===== src/rtl/sfence_vma_seq_pkg.sv =====
// rtl/sfence_vma_seq_pkg.sv - shared decode, privilege and SFENCE.VMA types for the execute stage
package sfence_vma_seq_pkg;

  typedef enum logic [6:0] {
    OPC_LOAD   = 7'b0000011,
    OPC_OP_IMM = 7'b0010011,
    OPC_OP     = 7'b0110011,
    OPC_SYSTEM = 7'b1110011
  } opcode_e;

  typedef enum logic [1:0] {
    PRIV_U = 2'b00,
    PRIV_S = 2'b01,
    PRIV_M = 2'b11
  } priv_e;

  typedef enum logic [1:0] {
    SFENCE_ALL       = 2'd0,
    SFENCE_ADDR      = 2'd1,
    SFENCE_ASID      = 2'd2,
    SFENCE_ADDR_ASID = 2'd3
  } sfence_kind_e;

  typedef enum logic [1:0] {
    ST_IDLE,
    ST_REQ,
    ST_WAIT,
    ST_DONE
  } sfence_state_e;

  localparam logic [6:0] FUNCT7_SFENCE_VMA = 7'h09;
  localparam logic [2:0] FUNCT3_PRIV       = 3'b000;

  // Bit 0 flags a VA operand, bit 1 an ASID operand; the enum encoding follows.
  function automatic sfence_kind_e sfence_kind(input logic rs1_nz, input logic rs2_nz);
    return sfence_kind_e'({rs2_nz, rs1_nz});
  endfunction

endpackage


===== src/rtl/sfence_vma_seq_ack_tracker.sv =====
// rtl/sfence_vma_seq_ack_tracker.sv - generic pending mask for req/ack broadcasts
// load sets every bit, flush clears every bit, an ack clears only its own pending bit.
module sfence_ack_tracker #(
  parameter int NUM_CH = 2
) (
  input  logic              clk,
  input  logic              rst_n,
  input  logic              load,
  input  logic              flush,
  input  logic [NUM_CH-1:0] ack,
  output logic [NUM_CH-1:0] pending,
  output logic              all_clear
);

  logic [NUM_CH-1:0] pending_d;
  logic [NUM_CH-1:0] pending_q;

  always_comb begin
    pending_d = pending_q & ~ack;
    if (flush) pending_d = '0;
    if (load)  pending_d = '1;
  end

  always_ff @(posedge clk or negedge rst_n) begin
    if (!rst_n) pending_q <= '0;
    else        pending_q <= pending_d;
  end

  assign pending   = pending_q;
  assign all_clear = ~|pending_q;

endmodule


===== src/rtl/sfence_vma_seq.sv =====
// rtl/sfence_vma_seq.sv - SFENCE.VMA decode, privilege check and TLB invalidate broadcast
// Optional ack watchdog: define SFENCE_TIMEOUT_EN.
module sfence_vma_seq
  import sfence_vma_seq_pkg::*;
#(
  parameter int NUM_TLB     = 2,
  parameter int VA_W        = 32,
  parameter int ASID_W      = 9,
  parameter int TIMEOUT_CYC = 1024
) (
  input  logic               clk,
  input  logic               rst_n,
  input  logic               instr_valid,
  output logic               instr_ready,
  input  opcode_e            opcode,
  input  logic [2:0]         funct3,
  input  logic [6:0]         funct7,
  input  logic [4:0]         rs1,
  input  logic [4:0]         rs2,
  input  logic [VA_W-1:0]    rs1_val,
  input  logic [31:0]        rs2_val,
  input  priv_e              cur_priv,
  input  logic               tvm,
  output logic [NUM_TLB-1:0] inv_req,
  input  logic [NUM_TLB-1:0] inv_ack,
  output sfence_kind_e       inv_kind,
  output logic [VA_W-1:0]    inv_vaddr,
  output logic [ASID_W-1:0]  inv_asid,
  output logic               busy,
  output logic               done,
  output logic               illegal,
  output logic               timeout
);

  sfence_state_e     state_d, state_q;
  sfence_kind_e      kind_d, kind_q;
  logic [VA_W-1:0]   vaddr_d, vaddr_q;
  logic [ASID_W-1:0] asid_d, asid_q;
  logic ready_d, ready_q, busy_d, busy_q, done_d, done_q;
  logic illegal_d, illegal_q, timeout_d, timeout_q;
  logic load, flush, all_clear, is_sfence, priv_bad;
  logic [NUM_TLB-1:0] pending;
  logic unused_rs2_hi;

`ifdef SFENCE_TIMEOUT_EN
  localparam int CNT_W = $clog2(TIMEOUT_CYC + 1);
  logic [CNT_W-1:0] cnt_d, cnt_q;
`else
  localparam int unused_timeout_cyc = TIMEOUT_CYC;
`endif

  assign unused_rs2_hi = ^rs2_val[31:ASID_W];
  assign is_sfence = (opcode == OPC_SYSTEM) && (funct3 == FUNCT3_PRIV) &&
                     (funct7 == FUNCT7_SFENCE_VMA);
  assign priv_bad  = (cur_priv == PRIV_U) || ((cur_priv == PRIV_S) && tvm);

  sfence_ack_tracker #(.NUM_CH(NUM_TLB)) u_tracker (
    .clk       (clk),
    .rst_n     (rst_n),
    .load      (load),
    .flush     (flush),
    .ack       (inv_ack),
    .pending   (pending),
    .all_clear (all_clear)
  );

  always_comb begin
    state_d   = state_q;
    kind_d    = kind_q;
    vaddr_d   = vaddr_q;
    asid_d    = asid_q;
    ready_d   = 1'b0;
    busy_d    = 1'b0;
    done_d    = 1'b0;
    illegal_d = 1'b0;
    timeout_d = 1'b0;
    load      = 1'b0;
    flush     = 1'b0;
`ifdef SFENCE_TIMEOUT_EN
    cnt_d     = cnt_q;
`endif
    case (state_q)
      ST_IDLE: begin
        ready_d = 1'b1;
        if (instr_valid && is_sfence) begin
          if (priv_bad) begin
            illegal_d = 1'b1;
          end else begin
            load    = 1'b1;
            kind_d  = sfence_kind(rs1 != 5'd0, rs2 != 5'd0);
            vaddr_d = rs1_val;
            asid_d  = rs2_val[ASID_W-1:0];
            state_d = ST_REQ;
            ready_d = 1'b0;
            busy_d  = 1'b1;
`ifdef SFENCE_TIMEOUT_EN
            cnt_d   = '0;
`endif
          end
        end
      end
      ST_REQ: begin
        busy_d  = 1'b1;
        state_d = ST_WAIT;
      end
      ST_WAIT: begin
        busy_d = 1'b1;
        if (all_clear) begin
          state_d = ST_DONE;
          busy_d  = 1'b0;
          done_d  = 1'b1;
        end
`ifdef SFENCE_TIMEOUT_EN
        // An ack landing in the expiry cycle still wins over the watchdog.
        else if ((cnt_q == CNT_W'(TIMEOUT_CYC - 1)) && (|(pending & ~inv_ack))) begin
          flush     = 1'b1;
          state_d   = ST_IDLE;
          busy_d    = 1'b0;
          done_d    = 1'b1;
          timeout_d = 1'b1;
          ready_d   = 1'b1;
        end else begin
          cnt_d = cnt_q + 1'b1;
        end
`endif
      end
      ST_DONE: begin
        state_d = ST_IDLE;
        ready_d = 1'b1;
      end
      default: begin
        state_d = ST_IDLE;
        ready_d = 1'b1;
      end
    endcase
  end

  always_ff @(posedge clk or negedge rst_n) begin
    if (!rst_n) begin
      state_q   <= ST_IDLE;
      kind_q    <= SFENCE_ALL;
      vaddr_q   <= '0;
      asid_q    <= '0;
      ready_q   <= 1'b1;
      busy_q    <= 1'b0;
      done_q    <= 1'b0;
      illegal_q <= 1'b0;
      timeout_q <= 1'b0;
    end else begin
      state_q   <= state_d;
      kind_q    <= kind_d;
      vaddr_q   <= vaddr_d;
      asid_q    <= asid_d;
      ready_q   <= ready_d;
      busy_q    <= busy_d;
      done_q    <= done_d;
      illegal_q <= illegal_d;
      timeout_q <= timeout_d;
    end
  end

`ifdef SFENCE_TIMEOUT_EN
  always_ff @(posedge clk or negedge rst_n) begin
    if (!rst_n) cnt_q <= '0;
    else        cnt_q <= cnt_d;
  end
`endif

  assign instr_ready = ready_q;
  assign inv_req     = pending;
  assign inv_kind    = kind_q;
  assign inv_vaddr   = vaddr_q;
  assign inv_asid    = asid_q;
  assign busy        = busy_q;
  assign done        = done_q;
  assign illegal     = illegal_q;
  assign timeout     = timeout_q;

endmodule


===== config.mk =====
export PLATFORM = sky130hd
export DESIGN_NAME = sfence_vma_seq
export DESIGN_NICKNAME = d
export VERILOG_FILES = /design/src/rtl/sfence_vma_seq_pkg.sv /design/src/rtl/sfence_vma_seq_ack_tracker.sv /design/src/rtl/sfence_vma_seq.sv
export SDC_FILE = /design/constraint.sdc
export NUM_CORES = 1
export LEC_CHECK = 0
export CAP_MARGIN = 5
export CORE_UTILIZATION = 45
export DETAILED_ROUTE_END_ITERATION = 8
export DONT_BUFFER_PORTS = 1
export PLACE_DENSITY = 0.66
export SLEW_MARGIN = 20
export SYNTH_ARGS = -nofsm -noshare
export SYNTH_HDL_FRONTEND = slang
export SYNTH_HIERARCHICAL = 1
export SYNTH_SLANG_ARGS = --single-unit

===== constraint.sdc =====
create_clock -name clk -period 5.5 [get_ports clk]
set_input_delay 1.1 -clock clk [delete_from_list [all_inputs] [get_ports clk]]
set_output_delay 1.1 -clock clk [all_outputs]
set_load 0.02 [all_outputs]

* Word-level counts from Yosys, hierarchy flattened
Index checks and enable logic that the tools add are counted.
** Cells by class
- Eq/ne operators :: 9
- Multiplexer cells :: 17
- Bitwise gates (word level) :: 3
- Reductions and logical operators :: 13
** Operators with widths (count)
- 1-bit 2-to-1 mux :: 10
- 5-bit nonzero test :: 2
- 2-bit 2-to-1 mux :: 4
- 2-bit one-hot mux with 4 select lines :: 1
- 7-bit by 4-bit equality test with 1-bit output (second input constant) :: 1
- 7-bit equality test (second input constant) :: 1
- 2-bit inequality test (second input constant) :: 3
- 3-bit AND reduction :: 2
- 2-bit by 1-bit equality test with 1-bit output (second input constant) :: 2
- 2-bit equality test (second input constant) :: 2
- 1-bit logical AND :: 4
- 2-bit logical NOT :: 2
- 3-bit logical NOT :: 1
- 1-bit one-hot mux with 3 select lines :: 1
- 2-bit bitwise AND :: 1
- 2-bit NOT :: 1
- 1-bit one-hot mux with 2 select lines :: 1
- 2-bit OR reduction :: 1
- 1-bit logical OR :: 1
- 1-bit NOT :: 1
** Storage, ports and cells
- Register bits :: 51
- Input bits :: 99
- Output and inout bits :: 50
- Word-level logic and storage cells :: 51

* Depth between registers and ports, before layout
Gate-level depths: netlist of run 1.
- Depth in word-level cells :: 7
- Gate-level depth with buffers :: 6
- Gate-level depth less buffers :: 6

* Modules after synthesis
Netlist of run 1, hierarchy kept.
** Modules (own cells, without submodules)
- sfence_vma_seq :: times used 1, cells each 136, area an instance 2212.1 µm², seq. area each 1227.4 µm²
- sfence_ack_tracker :: times used 1, cells each 7, area an instance 76.3 µm², seq. area each 50.0 µm²

* Worst setup path before layout of run 1
OpenSTA, ideal clock, no wires.
- Kind :: input to register
- From :: input funct7[1]
- To :: register asid_q[8] (netlist: inv_asid[8])
- Setup time :: 0.125 ns
- Arrival :: 2.604 ns
- Data required time :: 5.375 ns
- Path slack :: 2.771 ns
- Stages on the path :: 5
- Buffers on the path :: 1
- Cells stage by stage :: nand4b_1 or3_4 nor4_4 buf_6 mux2_4
** On the way
- Cells in the longest elaborated chain, start to end :: 4
** Ends and longest elaborated chain
- start, declared :: RTL line sfence_vma_seq.sv:17 : input logic [6:0] funct7,
- 7-bit by 4-bit equality test with 1-bit output :: RTL line sfence_vma_seq.sv:54 : (funct7 == FUNCT7_SFENCE_VMA);
- 1-bit logical AND :: RTL line sfence_vma_seq.sv:53 : assign is_sfence = (opcode == OPC_SYSTEM) && (funct3 == FUNCT3_PRIV) &&
- 1-bit logical AND :: RTL line sfence_vma_seq.sv:85 : if (instr_valid && is_sfence) begin
- 3-bit AND reduction (no line)
- end signal, assigned :: RTL line sfence_vma_seq.sv:153 : asid_q <= asid_d;
- end, declared :: RTL line sfence_vma_seq.sv:38 : logic [ASID_W-1:0] asid_d, asid_q;
No other way between the ends.
A chain may end at the register's enable or synchronous reset.

* Worst setup path in the final report of run 1
- From :: input funct7[1]
- To :: register vaddr_q[2] (netlist: inv_vaddr[2])
** On the way
- Cells in the longest elaborated chain, start to end :: 4
** Ends and longest elaborated chain
- 7-bit by 4-bit equality test with 1-bit output :: RTL line sfence_vma_seq.sv:54
- 1-bit logical AND :: RTL line sfence_vma_seq.sv:53
- 1-bit logical AND :: RTL line sfence_vma_seq.sv:85
- 3-bit AND reduction (no line)
- end signal, assigned :: RTL line sfence_vma_seq.sv:152 : vaddr_q <= vaddr_d;
- end, declared :: RTL line sfence_vma_seq.sv:37 : logic [VA_W-1:0] vaddr_d, vaddr_q;
No other way between the ends.

==> impl_results.md, run 1 <==
- Critical Path RT: 5690 ps
- DIE WIDTH: between 70 and 80 um
- Clock H-tree levels: 2
- Post-Synth XOR/XNOR Area: 0%
- CTS root buf: clkbuf_8
- Fmax: ~370 MHz
- Area of the multi-input gates: 947 um^2
- Drt wl/cell: 20.1 um
- Gr ovfl total: 0
- Reg2reg setup slack: between 3000 and 4000 ps
- Num CTS Buffers: 5
- Ys flop type: dfrtp_1
- Mapped Cells: 143
- Leak Pwr: 1.18 nW
- Sw Share: between 20 and 30%
- CP Launch Type: primary input
- Vias in the first global route: 1357
- Seq/Total Area, Yosys: 55.8%
- Synth Area in Simple Gates: 7.55%
- Crit path DAT: 2910 ps
- Clk sinks: 51
- First-pass GRT wire length: 6.28 mm
- Initial DRC count: 30
- Via Count: 1195
- NetSw: 195 uW
- Final ANT Viol Nets: 0
- Synth cell types: 29
- Setup TNS: 0 ps
- Worst Skew: 5.77 ps
- DR pass1 iterations: 4
- Adder-cell share of the synthesized area: 2.73%
- Deepest clock path buffer count: 2
- Mean Syn Cell Area: 16.0 um^2
- RSZ-0062 raised after global routing: false
- Cell internal pwr: 573 uW
- R2R Path End: inv_vaddr[2]
- Tot Pwr: just under 800 uW
- Post-synth EDFFs: 0
- Status: complete, no violations
- Synth Register Bits: 51
- Clock power frac: approximately 34%
- Synth Area in Compound Gates: 3.06%
- Crit path kind: in2reg
- Actual slew at the worst max-slew pin: 752 ps
- Fill cell count: 418
- Vias per cell: 5.53
- Mux contribution to synthesized area: 27.6%
- Storage element area: 1280 um^2
- Yosys top cell by area: dfrtp_1
- Area Growth Syn to Fin: 7.11%
- Min Clock Period, post-route: 2720 ps
- Setup Fix Bufs, Post-CTS: 0
- Post-route DRC: 0
- Ranking of synthesized cells by area: dfrtp_1 (55%), mux2_4 (26%), ha_1 (2.7%)
- CP Max Fanout: 44
- Die ar.: 5370 um^2
- Worst reg2reg path depth: 6
- Final Hold Viols: 0
- Syn Std Cell Area: ~2300 um^2
- Cts hold-fix bufs: 0
- Core Rows: 25
- Total wire length: 4.33 mm
- I/O pins: between 100 and 150
- FF-to-FF Start: state_q[0]
- Comb power frac: a little under an eighth
- Clk_lat worst skew: 300 ps
- CORE AREA: 4820 um^2
- Rel. slew slack: 49.9%
- Clock transition at path regs: 100 ps
- I/O Buffers: 0
- Final GP Congestion: 0.770
- Setup violations, final: 0
- Crit end category: register
- Share of layout cells above drive strength 1: ~40%
- Initial cell density of the core: 47.5%
- # Max-Cap Violations: 0
- Fin crit share: 49.4%
- Share of total power in sequential cells: 54.3%
- Post-DP HPWL: between 3 and 4 mm
- Fin. max-slew vios: 0
- Pin count of the biggest net entering global routing: 52
- Ant. Diodes: 0
- Nets: 252
- Ys Warns: 6
- Post-CTS sizing: 0
- CTS tree: done
- VDD IR-drop max: 0.000209 V
- Initial antenna violation count: 0
- Overall Global Routing Usage: between 10% and 20%
- PD cells: 314 nW/um^2
- Post-synth top area share: 54.7%
- Hold Crit Class: in2async
- Die height: 73.3 um
- Largest family of logic cells by synthesized area: multiplexers
- FFs w/ async S/R, synth: 100%
-- registers in the layout (all words and copies together), names as in the netlist --
name / count
inv_vaddr: 32
inv_asid: 9
inv_kind: 2
state_q: 2
u_tracker/pending: 2
busy: 1
done: 1
illegal: 1
instr_ready: 1
-- metal layers --
metal	wire length (um)	GRT usage, %
met4	58	6.41
met3	371	5.90
met5	0	0
met1	1590	16.6
met2	2320	28.1
-- layout make-up --
class | instances | share of cell area, %
flip-flops and latches | 51 | 52.1
multi-input cells | 84 | 38.6
well taps | 67 | 3.42
clock buffers | 5 | 2.81
clock inverters | 3 | 1.94
inverters | 5 | 0.766
repair buffers | 1 | 0.306
-- worst max-delay path by stage --
stage | startpoint | depth (start not counted) | to | slack, ps
floorplan | funct7[1] | 5 | inv_asid[8] | 2770
global route | funct3[1] | 5 | inv_vaddr[2] | 2730
finish | funct7[1] | 5 | inv_vaddr[2] | 2780
global placement | funct7[1] | 5 | inv_vaddr[1] | 2510
CTS | funct7[1] | 5 | inv_vaddr[2] | 2790
detailed placement | funct7[1] | 5 | inv_vaddr[2] | 2470
-- synthesized netlist by cell type (all sizes together), types with 2 or more instances --
library cell   n
buf            5
a21o           2
and4bb         2
nor4           2
o31a           2
nand2          2
o21ai          2
dfrtp         50
mux2          43
inv            5
nor2b          2
or3            2
nor3           3
nor2           7
ha             5
-- critical path: stages --
cell      delay (ps)
nand4b_1         150
or3_4            370
nor4_4           210
buf_4            640
mux2_2           410
-- through the flow --
step,hold WS [ps],util (%),worst slack [ps],instance area [um^2],cells
CTS,472,50.9,2790,2450,216
global placement,587,48.5,2510,2330,208
global route,450,50.9,2730,2450,216
finish,480,50.9,2780,2450,216
detailed placement,631,48.5,2470,2330,208
floorplan,567,-,2770,2300,145
-- power groups by stage --
| stage | logic, mW | registers, mW | clock network [mW] |
|---|---|---|---|
| after global routing | 0.101 | 0.420 | 0.291 |
| after global placement | 0.0793 | 0.424 | 0 |
| final | 0.0876 | 0.417 | 0.264 |
| after CTS | 0.0868 | 0.418 | 0.271 |
| after detailed placement | 0.0857 | 0.425 | 0 |
| after floorplan | 0.0703 | 0.421 | 0 |
-- kinds of logic after synthesis --
family / after synthesis
flip-flops: 51
other: 1
buffers and inverters: 10
multiplexers: 43
adder cells (fa/ha/maj): 5
AO/OA/AOI/OAI: 9
AND/OR/NAND/NOR: 24
-- cells in the final DEF (no fill, tap or decap) --
| cell | n |
|---|---|
| dfrtp_1 | 50 |
| bufinv_16 | 1 |
| mux2_4 | 39 |
| clkbuf_8 | 5 |
| dfstp_2 | 1 |
| nor4_4 | 1 |
| nor2_1 | 7 |
| or3_2 | 1 |
| and4bb_2 | 2 |
| ha_1 | 5 |
| nand4b_1 | 1 |
| and2_1 | 1 |
| or3_4 | 1 |
| mux2_2 | 4 |
| inv_6 | 1 |
| o31a_1 | 1 |
| a21o_1 | 2 |
| buf_4 | 1 |
| nor4b_2 | 1 |
| conb_1 | 3 |
| nor2b_1 | 2 |
| nand2_1 | 2 |
| nor3_1 | 3 |
| o31a_2 | 1 |
| o32a_1 | 1 |
| nor4_1 | 1 |
| o21a_1 | 1 |
| nand3_2 | 1 |
| o21ai_0 | 2 |
| o32ai_1 | 1 |
| inv_1 | 5 |
| clkinv_4 | 1 |
Power figures use the tool's default switching activity.
==> inputs of run 2 (changes only) <==
- PLACE_DENSITY: 0.66 -> 0.68
- clock period: 5.5 -> 2.4 ns (I/O delays scaled with it)
==> impl_results.md, run 2 (same netlist as run 1, synthesis figures left out) <==
- CTS root buf: clkbuf_8
- Drt wl/cell: 20.4 um (+1.7%)
- Sw Share: 27.3% (+1.9 points)
- Setup TNS: 0 ps (unchanged)
- Initial antenna violation count: 0 (unchanged)
- Area Growth Syn to Fin: 8.58%
- Num CTS Buffers: 5 (unchanged)
- Fin crit share: 87.3%
- NetSw: 455 uW (+130%)
- PD cells: 671 nW/um^2 (+110%)
- Share of total power in sequential cells: 57.4% (+3.1 points)
- Nets: 255 (+1.2%)
- Crit end category: register
- CP Max Fanout: 18 (-59%)
- CTS tree: done
- Min Clock Period, post-route: around 2100 ps
- Leak Pwr: 1.19 nW (+0.59%)
- Commonest non-fill, non-tap cell in the layout: dfrtp_1
- CORE AREA: 4820 um^2 (unchanged)
- Total wire length: 4.47 mm (+3.1%)
- Tot Pwr: 1.67 mW (+120%)
- Most frequent cells in the layout: dfrtp_1 (50), mux2_4 (39), nor2_1 (7)
- Crit path DAT: 2280 ps (-630 ps)
- Worst path max stage delay: 410 ps (-230 ps)
- Setup violations, final: 0 (unchanged)
- Post-route DRC: 0 (unchanged)
- Comb power frac: 13.0% (+1.6 points)
- DIE WIDTH: 73.3 um (unchanged)
- Fmax: roughly 480 MHz
- Pin count of the biggest net entering global routing: 51 (-1.9%)
- CP Cell Sequence: inv_1, ha_1, inv_1, nor4_4, buf_4, mux2_4
- Clk sinks: 51 (unchanged)
- Cell internal pwr: 1.21 mW (+110%)
- Hold Crit Class: in2async
- Initial DRC count: 29 (-3.3%)
- I/O pins: 149 (unchanged)
- Final GP Congestion: 0.708 (-8.1%)
- Slack of the critical path: 304 ps (-2480 ps)
- DR pass1 iterations: 4 (unchanged)
- Die height: 73.3 um (unchanged)
- Core Rows: 25 (unchanged)
- Vias in the first global route: 1265 (-6.8%)
- Vias per cell: 5.41 (-2.2%)
- Die ar.: 5370 um^2 (unchanged)
- Max reg flops: 32 (unchanged)
- Most frequent CP cell: inv_1
- Share of layout cells above drive strength 1: 41.4% (+0.51 points)
- Clock transition at path regs: 100 ps (about the same)
- I/O Buffers: 0 (unchanged)
- Status: complete, no violations
- First-pass GRT wire length: 6.44 mm (+2.5%)
- Fin. max-slew vios: 0 (unchanged)
- Post-CTS sizing: 0 (unchanged)
- Gr ovfl total: 0 (unchanged)
- Final ANT Viol Nets: 0 (unchanged)
- Deepest clock path buffer count: 2 (unchanged)
- Via Count: 1185 (-0.84%)
- Critical Path RT: 2590 ps (-3100 ps)
- RSZ-0062 raised after global routing: false
- # Max-Cap Violations: 0 (unchanged)
- Clock H-tree levels: 2 (unchanged)
- Place WS: 204 ps (-2260 ps)
- Worst Skew: 7.92 ps (+2.15 ps)
- Clock power frac: 29.6% (-4.7 points)
- Crit path kind: reg2reg
- VDD IR-drop max: 0.000416 V (+99%)
- Fill cell count: 409 (-2.2%)
- Slowest cell on the critical path: dfrtp_1
- Worst reg2reg path depth: 6 (unchanged)
- Overall Global Routing Usage: 16.0% (+0.31 points)
- Post-DP HPWL: 3.23 mm (+3.3%)
- CP Launch Type: register
- Clk_lat worst skew: 300 ps (about the same)
- Ant. Diodes: 0 (unchanged)
- Initial cell density of the core: 47.5% (unchanged)
- Final Hold Viols: 0 (unchanged)
-- run 2: cell types whose count changed in the layout (fill, tap and decap cells not counted), sizes merged --
cell         previous run  this run
dlygate4sd3             0         1
clkinv                  1         0
clkinvlp                0         2
bufinv                  1         0
buf                     1         3
-- run 2: what timing repair did --
| action | 4_1_cts | 5_1_grt |
|---|---|---|
| endpoints found under the hold margin | 50 | 1 |
| hold buffers | 1 | 1 |
| setup buffers | 0 | 0 |
-- run 2: power groups by stage --
stage               Combinational (mW)  Sequential (mW)  Clock [mW]
finish                           0.217            0.957       0.493
global route                     0.251            0.967       0.544
CTS                              0.220            0.959       0.506
detailed placement               0.202            0.974           0
global placement                 0.178            0.974           0
floorplan                        0.161            0.965           0
-- run 2: layout make-up --
cell class	count	area [um^2]	area share [%]
clock buffer	5	68.8	2.77
clock inverter	3	23.8	0.957
inverter	5	18.8	0.755
multi-input combinational	84	947	38.1
sequential	51	1280	51.4
tap	67	83.8	3.37
timing repair buffer	4	65.1	2.62
-- run 2: through the flow --
| step | cells | cell area, um^2 | utilization [%] | hold slack [ps] |
|---|---|---|---|---|
| global route | 219 | 2480 | 51.6 | 12.6 |
| floorplan | 145 | 2300 | - | 184 |
| finish | 219 | 2480 | 51.6 | 18.3 |
| CTS | 218 | 2470 | 51.4 | 8.92 |
| detailed placement | 209 | 2350 | 48.9 | 185 |
| global placement | 209 | 2350 | 48.9 | 186 |
-- run 2: critical path, delay by kind of cell (launching register included) --
| family | cells | cell delay (ps) |
|---|---|---|
| buffers and inverters | 3 | 620 |
| flip-flops | 1 | 410 |
| multiplexers | 1 | 340 |
| AND/OR/NAND/NOR | 1 | 380 |
| adder cells (fa/ha/maj) | 1 | 230 |
-- run 2: final timing paths --
| check | start | to | slack [ps] |
|---|---|---|---|
| setup reg to reg | state_q[0] | inv_vaddr[24] | 300 |
| setup / recovery | state_q[0] | inv_vaddr[24] | 300 |
| hold reg to reg | state_q[1] | state_q[1] | 640 |
| hold / removal | rst_n | inv_vaddr[5] | 20 |
| min in group clk | cur_priv[1] | illegal | 250 |
| max in group asynchronous | rst_n | instr_ready | 1770 |
-- run 2: layer usage --
| metal | GRT usage (%) | vias up | share of wire (%) |
|---|---|---|---|
| met5 | 0 | - | 0 |
| met3 | 5.62 | 6 | 8.7 |
| met2 | 29.2 | 70 | 55 |
| met4 | 5.34 | 0 | 1.2 |
| li1 | - | 511 | - |
| met1 | 17.2 | 598 | 35 |
